===== src/rtl/posit_pkg.sv =====
// Shared types and constants for the posit non-computational unit.
package posit_pkg;

    typedef enum logic [2:0] {
        NC_SGNJ  = 3'd0,
        NC_SGNJN = 3'd1,
        NC_SGNJX = 3'd2,
        NC_MIN   = 3'd3,
        NC_MAX   = 3'd4,
        NC_EQ    = 3'd5,
        NC_LT    = 3'd6,
        NC_LE    = 3'd7
    } noncomp_op_e;

    // NaR pattern (sign bit only) for a posit of width n, right-aligned in 64 bits.
    function automatic logic [63:0] nar_val(input int unsigned n);
        return 64'(1) << (n - 1);
    endfunction

endpackage


===== src/rtl/posit_pipe_stage.sv =====
// One valid/data register of an elastic pipeline with flush and ready chaining.
module posit_pipe_stage #(
    parameter int unsigned W = 8
) (
    input  logic         clk_i,
    input  logic         rst_ni,
    input  logic         flush_i,
    input  logic         i_valid,
    output logic         o_ready,
    input  logic [W-1:0] i_data,
    output logic         o_valid,
    input  logic         i_ready,
    output logic [W-1:0] o_data
);

    logic         r_valid;
    logic [W-1:0] r_data;

    // The stage can take new data when empty or when its content leaves this cycle.
    assign o_ready = !r_valid || i_ready;

    // NOTE: sequential state uses non-blocking assignments so every register samples pre-edge values.
    always_ff @(posedge clk_i or negedge rst_ni) begin
        if (!rst_ni) begin
            r_valid <= 1'b0;
        end else if (flush_i) begin
            r_valid <= 1'b0;
        end else if (o_ready) begin
            r_valid <= i_valid;
        end
    end

    // NOTE: data is reset so the outputs read 0 after reset; flush leaves it untouched.
    always_ff @(posedge clk_i or negedge rst_ni) begin
        if (!rst_ni) begin
            r_data <= '0;
        end else if (o_ready && i_valid) begin
            r_data <= i_data;
        end
    end

    assign o_valid = r_valid;
    assign o_data  = r_data;

endmodule


===== src/rtl/posit_noncomp_pipe.sv =====
// Pipelined posit sign injection, MIN/MAX and EQ/LT/LE with valid/ready handshake.
module posit_noncomp_pipe
    import posit_pkg::*;
#(
    parameter int unsigned N         = 32,
    parameter int unsigned TAGW      = 4,
    parameter int unsigned PIPE_REGS = 1
) (
    input  logic            clk_i,
    input  logic            rst_ni,
    input  logic            flush_i,
    input  logic            in_valid_i,
    output logic            in_ready_o,
    input  noncomp_op_e     op_i,
    input  logic [N-1:0]    operand_a_i,
    input  logic [N-1:0]    operand_b_i,
    input  logic [TAGW-1:0] tag_i,
    output logic            out_valid_o,
    input  logic            out_ready_i,
    output logic [N-1:0]    result_o,
    output logic            nar_o,
    output logic [TAGW-1:0] tag_o,
    output logic            busy_o
);

    localparam int unsigned  PW  = N + 1 + TAGW;
    localparam logic [N-1:0] NAR = N'(nar_val(N));

    logic         w_sa;
    logic         w_sb;
    logic         w_t;
    logic [N-1:0] w_neg_a;
    logic         w_any_nar;
    logic         w_a_lt_b;
    logic         w_a_eq_b;
    logic [N-1:0] w_result;
    logic         w_nar;

    assign w_sa      = operand_a_i[N-1];
    assign w_sb      = operand_b_i[N-1];
    assign w_neg_a   = ~operand_a_i + N'(1);
    assign w_any_nar = (operand_a_i == NAR) || (operand_b_i == NAR);
    // Posits order as two's-complement integers, which puts NaR below everything.
    assign w_a_lt_b  = $signed(operand_a_i) < $signed(operand_b_i);
    assign w_a_eq_b  = operand_a_i == operand_b_i;

    // NOTE: every combinational output gets a default first so no latch is inferred.
    always_comb begin
        w_result = operand_a_i;
        w_nar    = 1'b0;
        w_t      = w_sa;
        unique case (op_i)
            NC_SGNJ:  w_t = w_sb;
            NC_SGNJN: w_t = ~w_sb;
            NC_SGNJX: w_t = w_sa ^ w_sb;
            default:  w_t = w_sa;
        endcase
        case (op_i)
            NC_SGNJ, NC_SGNJN, NC_SGNJX: w_result = (w_t != w_sa) ? w_neg_a : operand_a_i;
            NC_MIN: begin
                w_nar    = w_any_nar;
                w_result = w_any_nar ? NAR : (w_a_lt_b || w_a_eq_b) ? operand_a_i : operand_b_i;
            end
            NC_MAX: begin
                w_nar    = w_any_nar;
                w_result = w_any_nar ? NAR : w_a_lt_b ? operand_b_i : operand_a_i;
            end
            NC_EQ:   w_result = {{(N-1){1'b0}}, w_a_eq_b};
            NC_LT:   w_result = {{(N-1){1'b0}}, w_a_lt_b};
            NC_LE:   w_result = {{(N-1){1'b0}}, w_a_lt_b || w_a_eq_b};
            default: w_result = operand_a_i;
        endcase
    end

    generate
        if (PIPE_REGS == 0) begin : g_comb
            logic w_unused_ctrl;
            assign w_unused_ctrl = clk_i ^ rst_ni ^ flush_i;
            assign in_ready_o    = out_ready_i;
            assign out_valid_o   = in_valid_i;
            assign result_o      = w_result;
            assign nar_o         = w_nar;
            assign tag_o         = tag_i;
            assign busy_o        = 1'b0;
        end else begin : g_pipe
            logic                 w_valid [PIPE_REGS+1];
            logic                 w_ready [PIPE_REGS+1];
            logic [PW-1:0]        w_data  [PIPE_REGS+1];
            logic [PIPE_REGS-1:0] w_busy;

            assign w_valid[0]         = in_valid_i;
            assign w_data[0]          = {w_result, w_nar, tag_i};
            assign w_ready[PIPE_REGS] = out_ready_i;
            assign in_ready_o         = w_ready[0];

            for (genvar k = 0; k < PIPE_REGS; k++) begin : g_stage
                posit_pipe_stage #(.W(PW)) u_stage (
                    .clk_i   (clk_i),
                    .rst_ni  (rst_ni),
                    .flush_i (flush_i),
                    .i_valid (w_valid[k]),
                    .o_ready (w_ready[k]),
                    .i_data  (w_data[k]),
                    .o_valid (w_valid[k+1]),
                    .i_ready (w_ready[k+1]),
                    .o_data  (w_data[k+1])
                );
                assign w_busy[k] = w_valid[k+1];
            end

            assign out_valid_o                = w_valid[PIPE_REGS];
            assign {result_o, nar_o, tag_o}   = w_data[PIPE_REGS];
            assign busy_o                     = |w_busy;
        end
    endgenerate

endmodule


===== config.mk =====
export PLATFORM = sky130hd
export DESIGN_NAME = posit_noncomp_pipe
export DESIGN_NICKNAME = d
export VERILOG_FILES = /design/src/rtl/posit_pkg.sv /design/src/rtl/posit_pipe_stage.sv /design/src/rtl/posit_noncomp_pipe.sv
export SDC_FILE = /design/constraint.sdc
export NUM_CORES = 1
export LEC_CHECK = 0
export ABC_AREA = 1
export CAP_MARGIN = 40
export CELL_PAD_IN_SITES_DETAIL_PLACEMENT = 0
export CELL_PAD_IN_SITES_GLOBAL_PLACEMENT = 1
export CORE_ASPECT_RATIO = 0.5
export CORE_MARGIN = 1
export CORE_UTILIZATION = 36
export CTS_CLUSTER_DIAMETER = 100
export DETAILED_ROUTE_END_ITERATION = 12
export GPL_TIMING_DRIVEN = 0
export PLACE_DENSITY_LB_ADDON = 0.1
export SKIP_CTS_REPAIR_TIMING = 1
export SKIP_LAST_GASP = 1
export SYNTH_ARGS = -nofsm -noshare
export SYNTH_HDL_FRONTEND = slang
export SYNTH_SLANG_ARGS = --single-unit

===== constraint.sdc =====
create_clock -name clk_i -period 1.8 [get_ports clk_i]
set_input_delay 0.36 -clock clk_i [delete_from_list [all_inputs] [get_ports clk_i]]
set_output_delay 0.36 -clock clk_i [all_outputs]
set_load 0.01 [all_outputs]

**Yosys cells after proc, flatten, opt, wreduce, memory -nomap -nowiden**

Cells that the tools add are included.

- Bits in registers: 38
- Logic and storage cells: 37
- Bits of input ports: 76
- Output and inout port bits: 40

- Add/sub/neg operators: 1
- Magnitude comparators: 1
- Reduce and logical (&&, ||, !) cells: 9
- Eq/ne operators: 11
- Bitwise operators: 3
- Multiplexer cells: 10

Operator list:

| kind | number |
|---|---|
| case mux 32 bit (6 select lines) | 1 |
| two-way mux 32 bit | 5 |
| == test 32 bit, second input constant | 2 |
| adder 32 x 1 -> 32 bit, second input constant | 1 |
| == test 32 bit | 1 |
| < comparator 32 bit | 1 |
| NOT 32 bit | 1 |
| == test 3 bit, second input constant | 4 |
| == test 3 x 2 -> 1 bit, second input constant | 2 |
| == test 3 x 1 -> 1 bit, second input constant | 1 |
| logical NOT 3 bit | 1 |
| logical OR 1 bit | 3 |
| two-way mux 1 bit | 3 |
| case mux 1 bit (3 select lines) | 1 |
| OR reduction 3 bit | 1 |
| nonzero test 2 bit | 1 |
| OR reduction 2 bit | 1 |
| logical AND 1 bit | 1 |
| logical NOT 1 bit | 1 |
| inequality test 1 bit | 1 |
| NOT 1 bit | 1 |
| XOR 1 bit | 1 |

**Logic depth before layout (Yosys ltp)**

- Word-level depth: 5
- Mapped depth: 22
- Depth with buffers taken out: 20

**Cells and area by module**

A second synthesis with hierarchy kept.

- Cell total of the unflattened synthesis: 870
- Area, all modules: 5109.9 µm²

By module, submodules not included:

| module | cells each | instances | area each (µm²) | seq. area each (µm²) |
|---|---|---|---|---|
| posit_noncomp_pipe | 705 | 1 | 3593.4 | 0.0 |
| posit_pipe_stage | 165 | 1 | 1516.5 | 950.9 |

**Worst setup path before layout**

OpenSTA, ideal clock, no wires.

- Path kind: in2reg
- From: input port operand_b_i[31]
- To: register g_pipe.g_stage[0].u_stage.r_data[36]
- Path slack: -0.396 ns
- Arrival: 2.079 ns
- Cell stages on the path: 15
- Required time: 1.684 ns
- Setup time: 0.116 ns
- Path buffers: 2
- Cell sequence: inv_1 > ha_1 > a21oi_1 > o21a_1 > nand2_1 > a21oi_1 > nand2_1 > nand2_2 > buf_6 > nand2_8 > buf_6 > o211ai_2 > nand3_1 > nand2_1 > nand2_1

- Word-level cells in the longest chain between the ends: 5
- Elaborated cells on any way between the ends: 15
- Classes of those cells: order compare: 1; eq/ne: 3; mux: 7; bitwise: 2; reduce/logical: 2

Ends and longest elaborated chain:

| item | RTL line | RTL |
|---|---|---|
| start, declared | posit_noncomp_pipe.sv:16 | `input logic [N-1:0] operand_b_i,` |
| < comparator 32 bit (tied with other cells) | posit_noncomp_pipe.sv:44 | `assign w_a_lt_b = $signed(operand_a_i) < $signed(operand_b_i);` |
| logical OR 1 bit / case mux 1 bit (3 select lines) (equally long branches) | posit_noncomp_pipe.sv:62, posit_noncomp_pipe.sv:52 |  |
| two-way mux 32 bit / inequality test 1 bit (equally long branches) | posit_noncomp_pipe.sv:62, posit_noncomp_pipe.sv:59 |  |
| two-way mux 32 bit (on tied branches) | posit_noncomp_pipe.sv:62, posit_noncomp_pipe.sv:59 |  |
| case mux 32 bit (6 select lines) * | posit_noncomp_pipe.sv:58 | `case (op_i)` |
| end signal, assigned | posit_pipe_stage.sv:38 | `r_data <= i_data;` |
| end, declared | posit_pipe_stage.sv:17 | `logic [W-1:0] r_data;` |

Every way passes the cells marked *; elsewhere a longest branch is shown, timed or not.
A chain may end at the register's enable or synchronous reset.

**Final worst setup path**

- From: input port operand_a_i[24]
- To: register g_pipe.g_stage[0].u_stage.r_data[34]

- Word-level cells in the longest chain between the ends: 5
- Elaborated cells on any way between the ends: 13
- Classes of those cells: add/sub: 1; order compare: 1; eq/ne: 2; mux: 6; bitwise: 1; reduce/logical: 2

Ends and longest elaborated chain:

| item | RTL line | RTL |
|---|---|---|
| start, declared | posit_noncomp_pipe.sv:15 | `input logic [N-1:0] operand_a_i,` |
| < comparator 32 bit / == test 32 bit (equally long branches) | posit_noncomp_pipe.sv:44, posit_noncomp_pipe.sv:45 |  |
| logical OR 1 bit | posit_noncomp_pipe.sv:62 | `w_result = w_any_nar ? NAR : (w_a_lt_b \|\| w_a_eq_b) ? operand_a_i : operand_b_i;` |
| two-way mux 32 bit (2 in a row) | posit_noncomp_pipe.sv:62 |  |
| case mux 32 bit (6 select lines) * | posit_noncomp_pipe.sv:58 |  |

Marks and branches as above.

==> results by group <==
Cells and area
  – Fill cells: approximately 1,400
  – Share of layout cells above drive strength 1: 0.3112
  – Diode count: 0
  – FF/Latch Area: 950.9 µm²
  – Area of the multi-input gates: about 0.0043 mm²
  – Nets: 1,194
  – Final Cell Area: 0.008408 mm²
  – P&R area growth vs syn: 56.03%

Outcome
  – Status: finished, violations left
  – Violated checks: hold timing, setup timing

Die
  – Num rows: 31
  – Die ar.: around 0.015 mm²
  – Starting Density: 0.3705
  – Core footprint: 0.01455 mm²
  – Die Width: 175.0 µm
  – # IOs: 116
  – Die Span Y: slightly below 90 µm

Critical path
  – Startpoint types: input port
  – Crit path cell chain: buf_2 -> ha_4 -> nand2_2 -> nor2_4 -> nand2_2 -> inv_2 -> nand4_1 -> or3_1 -> buf_6 -> nand3_4 -> buf_8 -> nand2_2 -> nand4_1 -> nand3_2 -> nand2_1 -> inv_1
  – Nature of the critical path endpoint: register
  – Crit-path slowest cell: or3_1
  – Crit path max fanout: 8
  – Critical Path RT: 2.00 ns
  – Reg-to-reg slack, setup: -0.36 ns
  – Most frequent CP cell: nand2_2
  – Crit path buf inv count: 5
  – Critical path's top delay family: simple AND/OR/NAND/NOR gates
  – Crit path DAT: 2.69 ns
  – CP Class: input port to register
  – Max incr delay on CP: 0.42 ns

Global route
  – Largest net degree at the start of global routing: 25
  – Vias in the first global route: 6,019
  – Congestion Overflow GR: 0
  – Initial antenna violation count: 0
  – First-pass GRT wire length: 34,540 µm
  – GRT Total Usage: 0.2954

Yosys
  – Syn Area/Cell: about 6.0 µm²
  – Post-synthesis mux area share: 0
  – Register area share after synthesis: 0.1765
  – Main synth FF type: dfrtp_1
  – Synthesized area: 0.005389 mm²
  – Post-synth EDFFs: 0
  – Asr flop ratio synth: 1.000
  – Xor/xnor share of the synthesized area: 0.006501
  – Adder-Cell Fraction of Synth Area: 0.07662
  – Synth warn: 0
  – Largest family of logic cells by synthesized area: simple AND/OR/NAND/NOR gates
  – Synth Instances: 897
  – Simple-Gate Fraction of Synth Area: 0.4876
  – Post-Syn Nets: approximately 1,000
  – Synth Register Bits: 38
  – Post-synthesis compound-gate area fraction: 0.09218
  – Yosys cell types: 42

Power and ir drop
  – Peak supply drop: ~0.3 mV
  – Gate power share: 0.563
  – Switching pwr: 0.001908 W
  – Part of the power in registers: 0.225
  – Switch share: 0.4099
  – Clock power share: 0.212
  – Pleak: 4.172 nW
  – Pwr/cell area: 553.5 mW/mm²
  – Internal Dissipation: 0.002746 W

Placed design
  – Hpwl dp: approximately 18,000 µm
  – IO Port Bufs: 115
  – Placed cell area: 0.006859 mm²
  – RePlAce Congestion: 0.9943

Detailed routing
  – DR iter-0 viols: 883
  – Total routed wirelength: 24,590 µm
  – First drt pass iteration count: 5
  – Antenna Nets Post-Route: 0
  – Via count: 7,227
  – DR DRC count: 0
  – WL per Instance: ~19 µm
  – Vias/cell: 5.629

STA
  – Unrepaired setup endpoints after global routing: yes
  – Final period util: 1.383
  – Final setup margin: -0.6894 ns
  – Clk_skew: 0.005139 ns
  – Min Tclk post-route: 2.489 ns
  – Setup_tns: -20.78 ns
  – Slew headroom: 0.4713
  – Fin Hold WS: -0.01971 ns
  – Max-slew violations: 0
  – Worst-margin pin slew: 0.7930 ns
  – Fmax: between 400 and 500 MHz
  – Setup violators final: 33
  – Final hold vios: 14

CTS
  – CTS clock-pin slew for the worst setup and hold paths: 0.07 ns
  – Skew-Pair Late Insertion Delay: 0.30 ns
  – H-tree depth: 2
  – Longest Clk Path Bufs: 2
  – Root buffer cell: clkbuf_16
  – CTS sink cnt: 38
  – Num CTS Buffers: 5
  – CTS tree: yes

Min path
  – Hold Crit Class: input port to async pin

Job
  – Max-cap violations: 0
## cell usage in the layout (no fill, tap or decap), types with 3 or more instances in the layout
cell	count
nand2_4	15
inv_1	96
clkinvlp_4	4
clkbuf_2	26
dfrtp_1	38
inv_2	31
nor2_1	44
buf_12	4
dlymetal6s2s_1	33
buf_2	9
ha_1	3
nand3_4	4
clkdlybuf4s50_1	47
or2_2	31
a21oi_1	37
buf_8	11
nand2_1	190
nand2_2	21
buf_6	20
buf_4	64
o21ai_0	30
nand3_1	72
nor3_1	17
ha_4	28
o21ai_1	6
inv_4	5
nand3_2	13
a21oi_2	10
nor2_4	11
xor2_1	4
clkbuf_16	10
nand4_1	106
nor4_1	4
clkbuf_1	9
nor2_2	5
## cells by family (layout without fill, tap and decap cells)
| kind of cell | after synthesis | after routing |
|---|---|---|
| buffers and inverters | 187 | 376 |
| xor gates and xnor gates | 4 | 4 |
| and+or+nand+nor | 541 | 541 |
| DFF | 38 | 38 |
| AOI/OAI and AO/OA | 94 | 94 |
| adders and majority gates | 33 | 33 |
## flip-flops by register name, indices dropped and copies added, names as in the netlist
register                        count
g_pipe.g_stage.u_stage.o_valid      1
g_pipe.g_stage.u_stage.o_data      37
## cell type report
cell class              count  area share
well taps                 198     0.02946
flip-flops and latches     38      0.1131
multi-input cells         672      0.5138
repair buffers            181      0.2086
inverters                 138     0.06592
clock buffers               6     0.01652
clock inverters             2    0.001488
plain buffers              49     0.05104
## worst register-to-register path, delay by kind of cell, from the launching register on
kind | cells | cell delay [ns]
buf+inv | 4 | 1.10
flops | 1 | 0.40
simple gates | 5 | 0.57
## per-stage QoR
step / setup slack (ns) / utilization / cells / total power (W)
final: -0.6894 / 0.5781 / 1284 / 0.004654
after floorplan: -0.3076 / - / 897 / 0.002220
after detailed placement: -1.503 / 0.4716 / 1211 / 0.003100
after global routing: -0.7059 / 0.5781 / 1284 / 0.004900
after CTS: -1.190 / 0.4820 / 1219 / 0.004102
after global placement: -1.436 / 0.4705 / 1210 / 0.003073
## worst paths after layout
check                                                           startpoint  depth (start not counted)                                                to
min reg2reg                g_pipe.g_stage[0].u_stage.o_data[1]$_DFFE_PN0P_                          2   g_pipe.g_stage[0].u_stage.o_data[1]$_DFFE_PN0P_
min in group clk_i                                         operand_a_i[31]                          5  g_pipe.g_stage[0].u_stage.o_data[36]$_DFFE_PN0P_
max reg2reg                  g_pipe.g_stage[0].u_stage.o_valid$_DFFE_PN0P_                          9   g_pipe.g_stage[0].u_stage.o_data[9]$_DFFE_PN0P_
max                                                        operand_a_i[24]                         16  g_pipe.g_stage[0].u_stage.o_data[34]$_DFFE_PN0P_
min                                                                 rst_ni                          1  g_pipe.g_stage[0].u_stage.o_data[26]$_DFFE_PN0P_
max in group asynchronous                                           rst_ni                          2  g_pipe.g_stage[0].u_stage.o_data[14]$_DFFE_PN0P_
## power groups by stage
stage	logic, W	clock network [W]	registers (W)
after detailed placement	0.00204	0	0.00106
after global placement	0.00202	0	0.00106
after CTS	0.00205	0.00100	0.00105
final	0.00262	0.000986	0.00105
after floorplan	0.00110	0	0.00112
after global routing	0.00281	0.00103	0.00106
## Yosys cell counts (2+ instances only)
| cell type | n | share of area |
|---|---|---|
| ha_1 | 33 | 0.077 |
| dfrtp_1 | 38 | 0.18 |
| nor2_1 | 53 | 0.037 |
| or2_2 | 31 | 0.036 |
| nor4_1 | 4 | 0.0046 |
| o21a_1 | 2 | 0.0028 |
| clkinv_1 | 2 | 0.0014 |
| inv_1 | 133 | 0.093 |
| nand2_2 | 6 | 0.0070 |
| clkbuf_1 | 16 | 0.011 |
| a31oi_1 | 2 | 0.0023 |
| inv_2 | 3 | 0.0021 |
| xor2_1 | 4 | 0.0065 |
| nand3_2 | 2 | 0.0037 |
| buf_2 | 11 | 0.010 |
| buf_4 | 3 | 0.0042 |
| nor3_1 | 17 | 0.016 |
| nand3_1 | 86 | 0.080 |
| buf_6 | 17 | 0.036 |
| o21ai_0 | 34 | 0.032 |
| o21ai_1 | 3 | 0.0028 |
| a21oi_1 | 48 | 0.045 |
| nand4_1 | 106 | 0.12 |
| nor2_2 | 6 | 0.0070 |
| nand2_1 | 220 | 0.15 |
## layer usage
layer	global-route usage	routed length (µm)	up-vias	part of all wire
li1	-	-	3381	-
met1	0.4433	11460	3428	0.47
met2	0.4466	10590	393	0.43
met3	0.04167	2248	25	0.091
met4	0.05771	287	0	0.012
met5	0	0	-	0
Note: power is estimated with default switching activity, not from simulation.
